File: src/rtl/gate_pkg.sv
// Shared constants for the round-robin gate arbiter: op codes and widths.
package gate_pkg;

  localparam int OPW  = 3;
  localparam int CNTW = 8;

  localparam logic [OPW-1:0] OP_AND  = 3'd0;
  localparam logic [OPW-1:0] OP_OR   = 3'd1;
  localparam logic [OPW-1:0] OP_NAND = 3'd2;
  localparam logic [OPW-1:0] OP_NOR  = 3'd3;
  localparam logic [OPW-1:0] OP_XOR  = 3'd4;
  localparam logic [OPW-1:0] OP_XNOR = 3'd5;
  localparam logic [OPW-1:0] OP_NOTA = 3'd6;
  localparam logic [OPW-1:0] OP_BUFA = 3'd7;

endpackage

File: src/rtl/gate_alu.sv
// Shared 2-input logic-gate evaluation unit; purely combinational.
module gate_alu
  import gate_pkg::*;
(
  input  logic [OPW-1:0] op,
  input  logic           a,
  input  logic           b,
  output logic           y
);

  always_comb begin
    y = 1'b0;
    case (op)
      OP_AND:  y = a & b;
      OP_OR:   y = a | b;
      OP_NAND: y = ~(a & b);
      OP_NOR:  y = ~(a | b);
      OP_XOR:  y = a ^ b;
      OP_XNOR: y = ~(a ^ b);
      OP_NOTA: y = ~a;
      default: y = a;
    endcase
  end

endmodule

File: src/rtl/gate_rr_arbiter.sv
// Round-robin arbiter sharing one gate_alu among N requesters, single-entry
// valid/ready response slot. Optional per-requester grant counters: GATE_ARB_STATS_EN.
module gate_rr_arbiter
  import gate_pkg::*;
#(
  parameter int N   = 4,
  parameter int IDW = 2
) (
  input  logic             clk,
  input  logic             rst,
  input  logic [N-1:0]     req,
  input  logic [N-1:0]     a_in,
  input  logic [N-1:0]     b_in,
  input  logic [OPW*N-1:0] op_in,
  output logic [N-1:0]     gnt,
  output logic             resp_valid,
  input  logic             resp_ready,
  output logic             resp_y,
  output logic [IDW-1:0]   resp_id
`ifdef GATE_ARB_STATS_EN
  ,
  output logic [N*CNTW-1:0] grant_cnt
`endif
);

  logic [IDW-1:0] ptr_reg, ptr_next;
  logic           resp_valid_reg, resp_y_reg;
  logic [IDW-1:0] resp_id_reg;
  logic [OPW-1:0] op_arr [N];
  logic [OPW-1:0] op_sel;
  logic           a_sel, b_sel, y_alu;
  logic           free, any_gnt;
  logic [N-1:0]   gnt_int;
  logic [IDW-1:0] win_idx;

  for (genvar gi = 0; gi < N; gi++) begin : g_op_split
    assign op_arr[gi] = op_in[OPW*gi +: OPW];
  end

  assign free = !resp_valid_reg || resp_ready;

  // Search upward from ptr: lowest set bit at or above ptr wins, otherwise
  // wrap to the lowest set bit overall.
  always_comb begin
    int first_hi;
    int first_lo;
    int sel;
    first_hi = -1;
    first_lo = -1;
    for (int i = N - 1; i >= 0; i--) begin
      if (req[i]) begin
        if (i >= int'(ptr_reg)) first_hi = i;
        first_lo = i;
      end
    end
    sel      = (first_hi >= 0) ? first_hi : first_lo;
    any_gnt  = free && !rst && (sel >= 0);
    gnt_int  = '0;
    win_idx  = '0;
    op_sel   = '0;
    a_sel    = 1'b0;
    b_sel    = 1'b0;
    ptr_next = ptr_reg;
    for (int i = 0; i < N; i++) begin
      if (i == sel) begin
        gnt_int[i] = any_gnt;
        op_sel     = op_arr[i];
        a_sel      = a_in[i];
        b_sel      = b_in[i];
      end
    end
    if (any_gnt) begin
      win_idx  = IDW'(sel);
      ptr_next = (sel == N - 1) ? '0 : IDW'(sel + 1);
    end
  end

  gate_alu u_alu (
    .op (op_sel),
    .a  (a_sel),
    .b  (b_sel),
    .y  (y_alu)
  );

  always_ff @(posedge clk) begin
    if (rst) begin
      resp_valid_reg <= 1'b0;
      resp_y_reg     <= 1'b0;
      resp_id_reg    <= '0;
      ptr_reg        <= '0;
    end else begin
      ptr_reg <= ptr_next;
      if (any_gnt) begin
        resp_valid_reg <= 1'b1;
        resp_y_reg     <= y_alu;
        resp_id_reg    <= win_idx;
      end else if (resp_ready) begin
        resp_valid_reg <= 1'b0;
      end
    end
  end

  assign gnt        = gnt_int;
  assign resp_valid = resp_valid_reg;
  assign resp_y     = resp_y_reg;
  assign resp_id    = resp_id_reg;

`ifdef GATE_ARB_STATS_EN
  for (genvar gi = 0; gi < N; gi++) begin : g_stats
    logic [CNTW-1:0] cnt_reg;
    always_ff @(posedge clk) begin
      if (rst) begin
        cnt_reg <= '0;
      end else if (gnt_int[gi] && (cnt_reg != {CNTW{1'b1}})) begin
        cnt_reg <= cnt_reg + 1'b1;
      end
    end
    assign grant_cnt[gi*CNTW +: CNTW] = cnt_reg;
  end
`endif

endmodule

File: config.mk
export PLATFORM = sky130hd
export DESIGN_NAME = gate_rr_arbiter
export DESIGN_NICKNAME = d
export VERILOG_FILES = /design/src/rtl/gate_pkg.sv /design/src/rtl/gate_alu.sv /design/src/rtl/gate_rr_arbiter.sv
export SDC_FILE = /design/constraint.sdc
export NUM_CORES = 1
export LEC_CHECK = 0
export CAP_MARGIN = 20
export CORE_AREA = 2 2 45 47
export DETAILED_ROUTE_END_ITERATION = 8
export DIE_AREA = 0 0 47 49
export MAX_ROUTING_LAYER = met4
export PLACE_DENSITY = 0.77
export SYNTH_ARGS = -nofsm -noshare
export SYNTH_HDL_FRONTEND = slang
export SYNTH_HIERARCHICAL = 1
export SYNTH_SLANG_ARGS = --single-unit
File: constraint.sdc
create_clock -name clk -period 3.9 [get_ports clk]
set_clock_uncertainty 0.2 [all_clocks]
set_input_delay 0.585 -clock clk [delete_from_list [all_inputs] [get_ports clk]]
set_output_delay 0.585 -clock clk [all_outputs]
set_load 0.01 [all_outputs]
==> results_dict.tcl <==
set metrics [dict create \
    period_share_pct 91.5 \
    avgSynthCellArea_um2 7.82 \
    place_congestion 0.798 \
    finalCriticalPeriod_ps 3570 \
    p_int_uw 316 \
    grtUsageTotal_pct 21.0 \
    tightest_slew_ps 480 \
    cp-start-kind "input pin" \
    finalHoldViolCount 0 \
    ios 35 \
    grt_pass1_wl_um 3490 \
    placedInstanceArea_um2 1100 \
    required_ps 3120 \
    drt_iter0_drc 11 \
    end_kind "output pin" \
    rsz0062_at_grt "no" \
    final_common_cell "clkdlybuf4s50_1" \
    htree_num_levels 1 \
    synthesis.nets 118 \
    vias 793 \
    post-place-ws_ps 89.5 \
    setup_violations 0 \
    multi_input_comb_area_um2 499 \
    grt_overflow 0 \
    postCtsSetupRepairBufs 0 \
    cts_tree "yes" \
    clock_path_buffers 2 \
    grt_pass1_vias 837 \
    power.switching_uw 214 \
    drc 0 \
    yosysUniqueCellTypes 31 \
    numCtsBuffers 3 \
    dr.pass1.iters 4 \
    max_freq_ghz 0.280 \
    hold_depth 2 \
    worstSkewPairLatency_ps 250 \
    routedWlPerCell_um 12.4 \
    die-area_um2 2300 \
    cts_root_buf "clkbuf_4" \
    syn_inst 85 \
    syn_to_final_growth_pct 68.7 \
    cts.clk_slew.worst_paths_ps 50 \
    ir_worst_vdd_v 0.000260 \
    num_rows 16 \
    fillers 173 \
    seqPwrFrac_pct 16.2 \
    detail-route-antenna-nets 0 \
    layout_common_cells "clkdlybuf4s50_1 (34), buf_4 (10), nand2_1 (9)" \
    worstPathCellList "clkdlybuf4s50_1 -> inv_1 -> a221oi_1 -> o32a_1 -> buf_4 -> ha_1 -> buf_4 -> and2_1 -> clkdlybuf4s50_1" \
    drive_gt1_share_pct 13.1 \
    switching_share_pct 40.4 \
    ys_warn_count 6 \
    outcome "finished, final reports clean" \
    cp.arrival_ps 2780 \
    wl_um 1950 \
    drt-vias-per-instance 5.05 \
    portBuffers 34 \
    hp-class "flop to flop" \
    crit_buf_inv 5 \
    slowest_stage "clkdlybuf4s50_1" \
    p_clk_share_pct 11.2 \
    ys_seq_elements 6 \
    crit_fanout 8 \
    core_area_um2 1840 \
    drv_slew 0 \
    fin_util_pct 60.9 \
    yosysSeqAreaShare_pct 18.1 \
    synth_area_um2 664 \
    tns_ps 0 \
    cts.sinks 6 \
    antenna_found_initial 0 \
    post_cts_resized 0 \
    setup_ws_ps 333 \
    synth_flop_cell "dfxtp_1" \
    cap_violations 0 \
    dieHeight_um 49 \
    path_depth 9 \
    die_w_um 47 \
    critPathTopFamily "buffers and inverters" \
    crit_type "input pin to output pin" \
    hold_buffers 0 \
    r2r_cells 16 \
    dp_hpwl_um 1670 \
    p_comb_share_pct 72.6 \
    diodes 0 \
    seqCellArea_um2 120 \
    async_flop_share_pct 0 \
    fin_hold_ws_ps 285 \
    grt_max_degree 10 \
    crit_path_max_incr_delay_ps 530 \
    fin_nets 165 \
    fin_area_um2 1120 \
    synth_edf_count 0 \
    initial_utilization_pct 36.1 \
    power.density_nw_per_um2 473 \
    max-slew-margin-rel_pct 67.8 \
    power_leakage_uw 0.000469 \
]
[final timing paths]
| kind | from | to | slack (ps) |
|---|---|---|---|
| max | req[1] | gnt[3] | 330 |
| min | resp_valid | resp_valid | 290 |
| max reg2reg | ptr_reg[0] | resp_y | 840 |
| min reg2reg | resp_valid | resp_valid | 290 |
[final cells by class]
class                   count  area share, %
multi-input cells          69           44.5
repair buffers             44           37.1
clock buffers               3           2.01
inverters                   8           2.68
well taps                  27           3.01
flip-flops and latches      6           10.7
[logic make-up after synthesis]
| kind of cell | share of synthesized area (%) |
|---|---|
| XOR/XNOR | 2.64 |
| flip-flops | 18.1 |
| AO/OA/AOI/OAI | 30.7 |
| AND/OR/NAND/NOR | 30.5 |
| adder cells (fa/ha/maj) | 11.3 |
| buffers and inverters | 6.78 |
[stage by stage]
| stage | power [uW] | instances |
|---|---|---|
| 2_1_floorplan | 332 | 85 |
| 3_3_place_gp | 456 | 154 |
| 3_5_place_dp | 470 | 154 |
| 4_1_cts | 532 | 157 |
| 5_1_grt | 585 | 157 |
| 6_report | 530 | 157 |
[synthesized netlist by cell type (2+ instances only)]
| master | n | share of area [%] |
|---|---|---|
| nand3b_1 | 2 | 2.3 |
| o22ai_1 | 5 | 4.7 |
| nor3b_1 | 2 | 2.3 |
| a21oi_1 | 3 | 2.3 |
| inv_1 | 8 | 4.5 |
| nor2_1 | 2 | 1.1 |
| ha_1 | 6 | 11 |
| and2_1 | 4 | 3.8 |
| a221o_1 | 5 | 7.5 |
| nor2b_1 | 4 | 3.8 |
| o21ai_0 | 6 | 4.5 |
| dfxtp_1 | 6 | 18 |
| nand2_1 | 9 | 5.1 |
| nand2b_1 | 4 | 3.8 |
| xor2_1 | 2 | 2.6 |
| a21o_1 | 2 | 2.3 |
[power groups by stage]
stage / combinational [uW] / clock (uW) / sequential [uW]
5_1_grt: 435 / 62.9 / 87.2
3_3_place_gp: 370 / 0 / 86.1
6_report: 385 / 59.5 / 85.6
3_5_place_dp: 383 / 0 / 86.8
2_1_floorplan: 242 / 0 / 89.6
4_1_cts: 385 / 61.7 / 85.6
[metal layers]
layer / GRT usage, % / vias up / share of wire (%)
li1: - / 403 / -
met4: 7.87 / 0 / 2.1
met5: - / - / 0
met2: 35.4 / 15 / 54
met1: 22.9 / 368 / 41
met3: 4.81 / 7 / 3.0
[worst reg2reg max path: cells and delay by family (launching register included)]
family	cells	cell delay [ps]
buffers and inverters	3	320
AO/OA/AOI/OAI	7	1220
flip-flops	1	340
adder cells (fa/ha/maj)	2	380
AND/OR/NAND/NOR	4	540
Power figures use the tool's default switching activity.
